**config.mk**
```make
export PLATFORM = sky130hd
export DESIGN_NAME = unified_mem_arbiter
export DESIGN_NICKNAME = d
export VERILOG_FILES = /design/src/rtl/unified_mem_arbiter_pkg.sv /design/src/rtl/mem_arb_select.sv /design/src/rtl/unified_mem_arbiter.sv
export SDC_FILE = /design/constraint.sdc
export NUM_CORES = 1
export LEC_CHECK = 0
export CAP_MARGIN = 20
export CELL_PAD_IN_SITES_DETAIL_PLACEMENT = 1
export CELL_PAD_IN_SITES_GLOBAL_PLACEMENT = 1
export CORE_UTILIZATION = 30
export DETAILED_ROUTE_END_ITERATION = 10
export GPL_TIMING_DRIVEN = 0
export PLACE_DENSITY = 0.86
export SLEW_MARGIN = 20
export SYNTH_ARGS = -nofsm -noshare
export SYNTH_HDL_FRONTEND = slang
export SYNTH_SLANG_ARGS = --single-unit
```
**constraint.sdc**
```tcl
create_clock -name clk -period 1.9 [get_ports clk]
set_input_delay 0.475 -clock clk [delete_from_list [all_inputs] [get_ports clk]]
set_output_delay 0.475 -clock clk [all_outputs]
set_load 0.05 [all_outputs]
```
**src/rtl/unified_mem_arbiter_pkg.sv**
```systemverilog
// Shared constants for the unified instruction/data memory arbiter.
package unified_mem_arbiter_pkg;

  localparam logic [1:0] IDLE  = 2'd0;
  localparam logic [1:0] ISSUE = 2'd1;
  localparam logic [1:0] WAIT  = 2'd2;
  localparam logic [1:0] RESP  = 2'd3;

  localparam logic OWN_IF = 1'b0;
  localparam logic OWN_D  = 1'b1;

  localparam int STREAK_W = 4;

endpackage

```
**src/rtl/mem_arb_select.sv**
```systemverilog
// Winner selection with data priority, plus the streak counter that bounds
// consecutive data grants while fetch waits.
module mem_arb_select
  import unified_mem_arbiter_pkg::*;
#(
  parameter int MAX_STREAK = 4
) (
  input  logic clk,
  input  logic reset,
  input  logic if_req,
  input  logic d_req,
  input  logic grant,
  output logic winner,
  output logic streak_at_limit
);

  logic [STREAK_W-1:0] streak;

  assign streak_at_limit = (streak == STREAK_W'(MAX_STREAK));
  assign winner = (d_req && !(if_req && streak_at_limit)) ? OWN_D : OWN_IF;

  // Only a data grant taken over a waiting fetch extends the streak.
  always_ff @(posedge clk or negedge reset) begin
    if (!reset) begin
      streak <= '0;
    end else if (grant) begin
      if (winner == OWN_D && if_req) streak <= streak + STREAK_W'(1);
      else                           streak <= '0;
    end
  end

endmodule

```
**src/rtl/unified_mem_arbiter.sv**
```systemverilog
// Single-port memory shared by fetch and load/store ports; one access in flight,
// grant in IDLE, response MEM_LAT+1 cycles after grant.
module unified_mem_arbiter
  import unified_mem_arbiter_pkg::*;
#(
  parameter int ADDR_W     = 16,
  parameter int DATA_W     = 16,
  parameter int MEM_LAT    = 1,
  parameter int MAX_STREAK = 4
) (
  input  logic              clk,
  input  logic              reset,
  input  logic              if_req,
  input  logic [ADDR_W-1:0] if_addr,
  output logic              if_gnt,
  output logic              if_rvalid,
  output logic [DATA_W-1:0] if_rdata,
  input  logic              d_req,
  input  logic              d_we,
  input  logic [ADDR_W-1:0] d_addr,
  input  logic [DATA_W-1:0] d_wdata,
  output logic              d_gnt,
  output logic              d_rvalid,
  output logic [DATA_W-1:0] d_rdata,
  output logic              mem_en,
  output logic              mem_we,
  output logic [ADDR_W-1:0] mem_addr,
  output logic [DATA_W-1:0] mem_wdata,
  input  logic [DATA_W-1:0] mem_rdata,
  output logic              busy
);

  logic [1:0]        state;
  logic [2:0]        lat_cnt;
  logic              owner;
  logic              lat_we;
  logic [ADDR_W-1:0] lat_addr;
  logic [DATA_W-1:0] lat_wdata;
  logic [DATA_W-1:0] if_rdata_q;
  logic [DATA_W-1:0] d_rdata_q;
  logic [DATA_W-1:0] resp_data;
  logic              grant;
  logic              winner;
  logic              sel_unused;

  assign grant = (state == IDLE) && (if_req || d_req);

  mem_arb_select #(.MAX_STREAK(MAX_STREAK)) u_sel (
    .clk             (clk),
    .reset           (reset),
    .if_req          (if_req),
    .d_req           (d_req),
    .grant           (grant),
    .winner          (winner),
    .streak_at_limit (sel_unused)
  );

  assign if_gnt = grant && (winner == OWN_IF);
  assign d_gnt  = grant && (winner == OWN_D);

  always_ff @(posedge clk or negedge reset) begin
    if (!reset) begin
      state     <= IDLE;
      lat_cnt   <= '0;
      owner     <= OWN_IF;
      lat_we    <= 1'b0;
      lat_addr  <= '0;
      lat_wdata <= '0;
    end else begin
      case (state)
        IDLE: begin
          if (grant) begin
            state     <= ISSUE;
            owner     <= winner;
            lat_we    <= (winner == OWN_D) && d_we;
            lat_addr  <= (winner == OWN_D) ? d_addr : if_addr;
            lat_wdata <= (winner == OWN_D) ? d_wdata : '0;
          end
        end
        ISSUE: begin
          lat_cnt <= 3'(MEM_LAT - 1);
          state   <= (MEM_LAT == 1) ? RESP : WAIT;
        end
        // Leave WAIT as the counter steps down to zero so RESP lines up with mem_rdata.
        WAIT: begin
          lat_cnt <= lat_cnt - 3'd1;
          if (lat_cnt == 3'd1) state <= RESP;
        end
        RESP:    state <= IDLE;
        default: state <= IDLE;
      endcase
    end
  end

  assign mem_en    = (state == ISSUE);
  assign mem_we    = mem_en && lat_we;
  assign mem_addr  = mem_en ? lat_addr  : '0;
  assign mem_wdata = mem_en ? lat_wdata : '0;
  assign busy      = (state != IDLE);

  assign resp_data = lat_we ? '0 : mem_rdata;
  assign if_rvalid = (state == RESP) && (owner == OWN_IF);
  assign d_rvalid  = (state == RESP) && (owner == OWN_D);
  assign if_rdata  = if_rvalid ? resp_data : if_rdata_q;
  assign d_rdata   = d_rvalid  ? resp_data : d_rdata_q;

  always_ff @(posedge clk or negedge reset) begin
    if (!reset) begin
      if_rdata_q <= '0;
      d_rdata_q  <= '0;
    end else begin
      if (if_rvalid) if_rdata_q <= resp_data;
      if (d_rvalid)  d_rdata_q  <= resp_data;
    end
  end

endmodule

```
=== Word-level counts from Yosys, hierarchy flattened ===
Index checks and enable logic that the tools add are counted.

* Bits in registers: 75
* Bits in latches: 0
* Memory bits (writable): 0
* Bits in read-only memories: 0
* Input port bits: 69
* Output and inout port bits: 71
* Word-level logic and storage cells: 50
* Memories kept: 0

* Add/subtract/negate cells: 2
* Multiply operators: 0
* Div/mod/pow operators: 0
* Order comparisons: 0
* Eq/ne operators: 7
* Shifts and indexed selects: 0
* Multiplexer cells: 13
* Bitwise operators: 2
* Reduce and logical (&&, ||, !) cells: 17

{| class="wikitable"
|+ Operator list
! kind !! number
|-
| $mux 16 || 7
|-
| $logic_and 1x1->1 || 10
|-
| $pmux 2 s4 || 1
|-
| $pmux 3 s2 || 1
|-
| $add 4x1->4 const B || 1
|-
| $eq 2x2->1 const B || 2
|-
| $eq 4x3->1 const B || 1
|-
| $mux 2 || 2
|-
| $mux 4 || 1
|-
| $ne 2x2->1 const B || 2
|-
| $reduce_and 2->1 || 2
|-
| $reduce_bool 2->1 || 2
|-
| $eq 3x1->1 const B || 1
|-
| $sub 3x1->3 const B || 1
|-
| $eq 2x1->1 const B || 1
|-
| $logic_not 2->1 || 1
|-
| $not 1->1 || 2
|-
| $logic_not 1->1 || 1
|-
| $logic_or 1x1->1 || 1
|-
| $mux 1 || 1
|}

=== Longest topological paths before layout ===
Gate-level depths: netlist of run 1.

* Word-level depth: 7
* Depth in mapped cells: 7
* Gate-level depth less buffers: 5

=== Hierarchy ===
A second synthesis of run 1 with hierarchy kept.

* Cell total of the unflattened synthesis: 361
* Area total of the unflattened synthesis: 3474.6 um^2

{| class="wikitable"
|+ By module, submodules not included
! module !! instances !! cells each !! area each (um^2) !! sequential area each (um^2)
|-
| unified_mem_arbiter || 1 || 337 || 3226.8 || 1776.7
|-
| mem_arb_select || 1 || 24 || 247.7 || 100.1
|}

=== Worst setup path before layout of run 1 ===
Ideal clock, no wire load.

* Path kind: reg-to-output
* Start point: register state[1]
* End point: output if_rdata[12]
* Arrival time: 2.012 ns
* Required time: 1.425 ns
* Slack: -0.587 ns
* Cell stages (with the launch flop): 5
* Path buffers: 1
* Path through: dfrtp_1 -> ha_1 -> nand2b_1 -> clkbuf_1 -> o21ai_0

* Longest elaborated chain between the ends: 3

{| class="wikitable"
|+ RTL lines
! item !! line !! RTL
|-
| start, declared || unified_mem_arbiter.sv:33 || <nowiki>logic [1:0] state;</nowiki>
|-
| start signal, assigned || unified_mem_arbiter.sv:82 || <nowiki>state <= (MEM_LAT == 1) ? RESP : WAIT;</nowiki>
|-
| $eq 2x2->1 || unified_mem_arbiter.sv:102 || <nowiki>assign if_rvalid = (state == RESP) && (owner == OWN_IF);</nowiki>
|-
| $logic_and 1x1->1 || unified_mem_arbiter.sv:102 ||
|-
| $mux 16 || -- ||
|-
| end, declared || unified_mem_arbiter.sv:17 || <nowiki>output logic [DATA_W-1:0] if_rdata,</nowiki>
|}

Every way passes these cells.

=== Worst setup path after layout of run 1 ===
* Start point: register state[0]
* End point: output if_rdata[12]

Same word-level chain as after synthesis.

==> summary.txt, run 1 <==
Outcome
  – Status: finished, violations left
  – Failing checks: negative setup slack

Detailed routing
  – Via count: 3242
  – Via density: 5.04
  – Routed WL: 14600 µm
  – DRT antenna net count: 0
  – DRT iter0 DRCs: 133
  – DRC viols: 0
  – Post-DR wirelength/cell: 22.8 µm
  – Router iterations before antenna repair: 4

CTS
  – Worst-path clk slew: 0.09 ns
  – Clk_lat worst skew: 0.37 ns
  – Hold Buf Count CTS: 0
  – Clock Sinks: 75
  – H-Tree Depth: 3
  – Root Buffer: clkbuf_8
  – TritonCTS Buffers: 9
  – Clock Path Buffers: 2
  – TritonCTS clock tree: done

Logic synthesis
  – Register area share after synthesis: 0.561
  – Post-synthesis simple-gate area fraction: 0.182
  – Commonest cells post-synth: 75 x dfrtp_1, 50 x and2_1, 37 x o21ai_0
  – Synthesis Warnings: 0
  – Mapped Nets: 382
  – Post-synthesis xor/xnor area fraction: 0.00262
  – Seq cells post-synth: 75
  – Synth Area in Adders: 0.0299
  – Asr flop ratio synth: 1.00
  – Count leader, synth: dfrtp_1
  – Synth Area per Inst: 11.0 µm²
  – Multiplexer share of the synthesized area: 0.00635
  – Synth top area share: 0.561
  – Syn Inst Count: 305
  – Yosys cell types: 33
  – Post-synth EDFFs: 0
  – Synth top area cells: dfrtp_1 56%, and2_1 9.3%, o21ai_0 5.5%, a221o_1 4.8%, a22o_1 4.4%
  – Synthesized cell area: 3350 µm²
  – Largest area contributor in the netlist: dfrtp_1
  – Top FF cell, synth: dfrtp_1
  – Largest family of logic cells by synthesized area: simple AND/OR/NAND/NOR gates
  – Post-synthesis compound-gate area fraction: 0.175

Final layout
  – Nets@finish: 575
  – Inserted Diodes: 0
  – Layout cell share with drive strength beyond 1: 0.525
  – Final instance area: 6630 µm²
  – Layout Area Growth over Synthesis: 98.1%
  – Fillers: 1041
  – Final Core Density: 0.612
  – Finished Layout Cells: 643

Floorplanning
  – Die area: 11600 µm²
  – Die height: 108 µm
  – Cell Rows: 38
  – IO Count: 140
  – Die Span X: 108 µm
  – Core area: 10800 µm²
  – Initial cell density of the core: 0.309

Timing
  – Tightest Pin Transition: 0.502 ns
  – Worst hold slack: 0.0553 ns
  – Final worst-path cycle share: 1.18
  – Final setup TNS: -17.80 ns
  – RSZ-0062 raised after global routing: true
  – Hold Violations, Final: 0
  – Fin crit period: 2.25 ns
  – # setup viols final: 70
  – Final Max Tran Viols: 0
  – Skew final: 0.0181 ns
  – Final worst slack: -0.350 ns
  – Max Clk Rate: 445 MHz
  – Worst slew margin: 0.665

Hold path
  – Tightest Hold Check Type: in -> async

Setup path
  – CP Class: reg -> out
  – R2R Path End: lat_addr[9]$_DFFE_PN0P_
  – Flop-to-flop setup slack: 0.07 ns
  – Worst reg2reg startpoint: u_sel.streak[0]$_DFFE_PN0P_
  – Crit-path cells: ha_4 > nand2b_4 > buf_6 > nand2_1 > o21ai_2 > buf_6
  – Worst reg2reg path depth: 7
  – Critical Path Stages: 6
  – CP required: 1.42 ns
  – WP buf/inv: 2
  – Critical Path Max Stage Delay: 0.46 ns
  – CP startpoint kind: register
  – Crit-path most repeated cell: buf_6
  – Worst setup EP type: output port
  – Critical path's top delay family: flip-flops
  – WP data arrival: 1.77 ns
  – CP max stage cell: dfrtp_2
  – Crit-path max FO: 8

GRT
  – Initial antenna violation count: 0
  – First-pass GRT wire length: 19000 µm
  – Gr usage total: 0.224
  – Met3 Resource Use GR: 0.0533
  – Busiest layer in global routing: met2
  – Grt total ovfl: 0
  – Vias in the first global route: 3413
  – Grt met2 use: 0.402
  – Largest net degree at the start of global routing: 41
  – GR Layer Usage met1: 0.242

Place
  – IO Port Bufs: 139
  – Global placement routability congestion: 0.777
  – DP HPWL: 7840 µm
  – Placed Cells: 585
  – Placed Area: 5000 µm²

Power
  – Lkg Pwr: 3.01 nW
  – Worst vdd rail ir drop: 0.00136 V
  – Cell Pwr Density: 2130 nW/µm²

Run
  – Max cap viols: 0
## stage by stage
step	power, mW	worst slack [ns]
after floorplan	6.94	-0.212
after global placement	8.95	-2.34
after detailed placement	9.18	-1.20
after CTS	12.5	-0.301
after global routing	14.7	-0.396
final	14.2	-0.350
## where the power goes
group          switching (mW)  internal, mW
Clock                   0.672         0.743
Combinational            5.59          4.38
Sequential              0.488          2.29
Total                    6.75          7.41
## final cells by class
| cell class | count | area, µm² | area share |
|---|---|---|---|
| buffer | 17 | 258 | 0.0389 |
| clock buffer | 10 | 128 | 0.0192 |
| clock inverter | 6 | 90.1 | 0.0136 |
| inverter | 11 | 45.0 | 0.00679 |
| multi-input combinational | 200 | 1940 | 0.293 |
| sequential | 75 | 1880 | 0.283 |
| tap | 140 | 175 | 0.0264 |
| timing repair buffer | 184 | 2110 | 0.319 |
## flip-flops by register name, indices dropped and copies added, names as in the netlist
name,flops
d_rdata_q,16
if_rdata_q,16
lat_addr,16
lat_wdata,16
u_sel.streak,4
lat_cnt,3
state,2
lat_we,1
owner,1
## cells in the final DEF (no fill, tap or decap), types with 2 or more instances in the layout
cell type,n
a221o_1,16
a22o_1,17
and2_1,17
and2_2,2
and2_4,31
buf_12,2
buf_2,2
buf_4,32
buf_6,36
buf_8,49
bufinv_16,2
clkbuf_1,2
clkbuf_16,10
clkbuf_4,2
clkbuf_8,9
clkdlybuf4s50_1,65
clkinv_4,2
clkinvlp_4,2
dfrtp_1,73
dfrtp_2,2
ha_1,4
ha_4,4
inv_1,3
inv_2,7
nand2_1,5
nand2_2,12
nand2_4,15
nand2b_1,15
nand2b_4,2
nand3_1,2
nand3b_1,2
nor2_1,2
o21ai_0,5
o21ai_2,8
o21ai_4,24
## layer usage
metal	wire, µm	vias to the layer above
met3	939	31
met1	5440	1628
met2	7750	145
li1	-	1438
met5	0	-
met4	495	0
## how the worst max path moves through the flow
stage                              start                        end  slack [ns]
floorplan           state[1]$_DFFE_PN0P_               if_rdata[10]       -0.21
global placement                   reset  lat_wdata[10]$_DFFE_PN0P_       -2.34
detailed placement                if_req                     if_gnt       -1.20
CTS                 state[1]$_DFFE_PN0P_                     if_gnt       -0.30
global route        state[0]$_DFFE_PN0P_               if_rdata[11]       -0.40
finish              state[0]$_DFFE_PN0P_               if_rdata[12]       -0.35
## cells by family (layout without fill, tap and decap cells)
family                     after synthesis  count (layout)
AOI/OAI and AO/OA                       80              80
and+or+nand+nor                        109             109
buffers and inverters                   30             228
muxes                                    2               2
DFF                                     75              75
adders and majority gates                8               8
xor gates and xnor gates                 1               1
## worst reg2reg max path, stage by stage (launching register included)
cell      delay [ns]
dfrtp_1         0.40
inv_2           0.08
ha_4            0.14
nand3b_4        0.11
o211a_4         0.28
buf_4           0.23
buf_8           0.17
a221o_1         0.31
## what timing repair did
| action | in CTS | in global routing |
|---|---|---|
| gates cloned | 5 | 4 |
| pin swaps | 16 | 28 |
| buffers inserted | 17 | 19 |
| setup endpoints to repair | 71 | 92 |
| resized for setup | 639 | 109 |
Note: power is estimated with default switching activity, not from simulation.
==> run 2: changes to the inputs <==
ABC_CLOCK_PERIOD_IN_PS = 1900   (was default)
==> results of run 2 <==
Final layout, timing and power as in run 1 (identical DEF).
==> run 3: changes to the inputs <==
HOLD_SLACK_MARGIN = 0.1   (was default)
PLACE_DENSITY = default   (was 0.86)
PLACE_DENSITY_LB_ADDON = 0.2   (was default)
==> run 3 against run 2 <==
Effect of this change:
- the run still ends with negative setup slack left
- sequential power is essentially flat
- sequential cell count unchanged
- final cell count rose by 0.93%
- combinational power hardly changed
- non-clock buffer count up 6
- critical endpoint is now if_rdata[4]
- power grew 1.1%
- count of clock-buffer cells in the layout unchanged
==> summary.txt, run 3 (same netlist as run 1, synthesis figures left out) <==
Timing
  – Final worst slack: -0.318 ns (+0.0319 ns)
  – Max Clk Rate: 451 MHz (+1.4%)
  – Final worst-path cycle share: 1.17 (-0.0168)
  – Skew final: 0.0136 ns (-0.00443 ns)
  – Final Max Tran Viols: 0 (unchanged)
  – Hold Violations, Final: 0 (unchanged)
  – Fin crit period: 2.22 ns (-0.0319 ns)
  – RSZ-0062 raised after global routing: true
  – Worst slew margin: 0.721 (+0.0559)
  – Tightest Pin Transition: 0.418 ns (-0.0838 ns)
  – # setup viols final: 70 (unchanged)

Setup path
  – Crit path launch: state[1]$_DFFE_PN0P_
  – CP required: 1.42 ns (about the same)
  – CP Class: reg -> out
  – Worst setup EP type: output port
  – CP startpoint kind: register
  – Crit-path max FO: 7 (-1)
  – Worst reg2reg startpoint: u_sel.streak[0]$_DFFE_PN0P_
  – WP data arrival: 1.74 ns (-0.03 ns)

CTS
  – H-Tree Depth: 3 (unchanged)
  – Clk_lat worst skew: 0.35 ns (-0.02 ns)
  – Worst-path clk slew: 0.08 ns (about the same)
  – Clock Path Buffers: 2 (unchanged)
  – Clock Sinks: 75 (unchanged)
  – Root Buffer: clkbuf_8
  – TritonCTS Buffers: 9 (unchanged)
  – TritonCTS clock tree: done

Detailed routing
  – DRC viols: 0 (unchanged)
  – Via density: 4.95 (-1.9%)
  – Post-DR wirelength/cell: 20.9 µm (-8.0%)
  – Routed WL: 13600 µm (-7.1%)
  – DRT antenna net count: 0 (unchanged)
  – Via count: 3210 (-0.99%)
  – Router iterations before antenna repair: 4 (unchanged)
  – DRT iter0 DRCs: 90 (-32%)

Final layout
  – Final Core Density: 0.619 (+0.00704)
  – Commonest non-fill, non-tap cell in the layout: dfrtp_1
  – Layout cell share with drive strength beyond 1: 0.521 (-0.00422)
  – Commonest non-fill, non-tap cells in the layout: 72 x dfrtp_1, 65 x clkdlybuf4s50_1, 50 x buf_8, 38 x buf_4, 35 x buf_6
  – Inserted Diodes: 0 (unchanged)
  – Nets@finish: 581 (+1.0%)
  – Finished Layout Cells: 649 (+0.93%)
  – Layout Area Growth over Synthesis: 100%

Power
  – Cell Pwr Density: 2130 nW/µm² (about the same)
  – Worst vdd rail ir drop: 0.00117 V (-13%)
  – Clock Power Share: 0.107 (+0.007)
  – Flop pwr share: 0.193 (-0.003)
  – Comb power frac: 0.700 (-0.004)
  – Switching power: 6.66 mW (-1.3%)
  – P_int: 7.65 mW (+3.3%)
  – Lkg Pwr: 3.04 nW (+0.99%)
  – Switch share: 0.465 (-0.0114)

GRT
  – Initial antenna violation count: 0 (unchanged)
  – Largest net degree at the start of global routing: 50 (+22%)
  – Gr usage total: 0.208 (-0.0156)
  – Grt total ovfl: 0 (unchanged)
  – First-pass GRT wire length: 18200 µm (-4.4%)
  – Vias in the first global route: 3393 (-0.59%)

Hold path
  – Tightest Hold Check Type: reg -> reg
  – Hold path startpoint: lat_wdata[15]$_DFFE_PN0P_

Floorplanning
  – IO Count: 140 (unchanged)
  – Initial cell density of the core: 0.309 (unchanged)
  – Die area: 11600 µm² (unchanged)
  – Cell Rows: 38 (unchanged)
  – Die Span X: 108 µm (unchanged)
  – Die height: 108 µm (unchanged)
  – Core area: 10800 µm² (unchanged)

Run
  – Max cap viols: 0 (unchanged)

Place
  – Global placement routability congestion: 0.733 (-5.6%)
  – IO Port Bufs: 139 (unchanged)
  – Placed Cells: 585 (unchanged)
  – DP HPWL: 7350 µm (-6.2%)

Outcome
  – Status: finished, violations left
  – Failing checks: negative setup slack
-- run 3: repair_timing --
action / 4_1_cts / 5_1_grt
gates cloned: 6 / 3
hold buffers: 1 / 0
gates resized for setup: 622 / 126
pin swaps: 15 / 31
endpoints found under the hold margin: 26 / 0
buffers inserted: 14 / 26
endpoints found under the setup margin: 71 / 91
-- run 3: path summary, 6_finish.rpt --
path / end / slack [ns] / depth (start not counted)
setup / recovery: if_rdata[4] / -0.32 / 6
hold / removal: lat_wdata[15]$_DFFE_PN0P_ / 0.51 / 1
setup reg to reg: lat_addr[13]$_DFFE_PN0P_ / 0.08 / 7
hold reg to reg: lat_wdata[15]$_DFFE_PN0P_ / 0.51 / 1
max in group asynchronous: state[1]$_DFFE_PN0P_ / 0.69 / 3
min in group asynchronous: d_rdata_q[5]$_DFF_PN0_ / 0.59 / 2
-- run 3: per-layer routing --
layer  part of all wire  vias to the layer above  global-route usage  wire, µm
li1                   -                     1452                   -         -
met1               0.40                     1622               0.256      5440
met2               0.52                      114               0.361      7140
met3              0.055                       22              0.0551       752
met4              0.019                        0              0.0479       263
met5                  0                        -                   0         0
-- run 3: area by class of cell --
type / count / area, µm²
clock inverter: 6 / 113
tap: 140 / 175
multi-input combinational: 200 / 1950
inverter: 11 / 52.6
fill: 1068 / 4130
clock buffer: 10 / 128
timing repair buffer: 190 / 2150
sequential: 75 / 1880
buffer: 17 / 255
-- run 3: critical path, stage by stage, from the launching register on --
cell and delay, ns:
dfrtp_2 0.46, ha_4 0.22, nand2b_4 0.18, clkbuf_16 0.19, nand2_2 0.08, o21ai_4 0.09, buf_6 0.18
-- run 3: through the flow --
stage | setup WS [ns] | hold slack, ns | cell area (µm²) | TNS, ns | power [mW]
global route | -0.380 | 0.518 | 6710 | -18.19 | 14.9
finish | -0.318 | 0.507 | 6710 | -14.37 | 14.3
detailed placement | -1.24 | 0.425 | 5010 | -66.88 | 9.15
global placement | -2.42 | 0.448 | 4980 | -246.02 | 9.01
CTS | -0.264 | 0.484 | 6010 | -14.20 | 12.4
floorplan | -0.212 | 0.179 | 3420 | -6.67 | 6.94
-- run 3: power groups by stage --
| stage | logic, mW | registers (mW) | clock network, mW |
|---|---|---|---|
| 4_1_cts | 8.26 | 2.62 | 1.53 |
| 3_5_place_dp | 6.56 | 2.60 | 0 |
| 5_1_grt | 10.4 | 2.83 | 1.64 |
| 6_report | 10.0 | 2.76 | 1.53 |
| 2_1_floorplan | 4.44 | 2.50 | 0 |
| 3_3_place_gp | 6.44 | 2.57 | 0 |
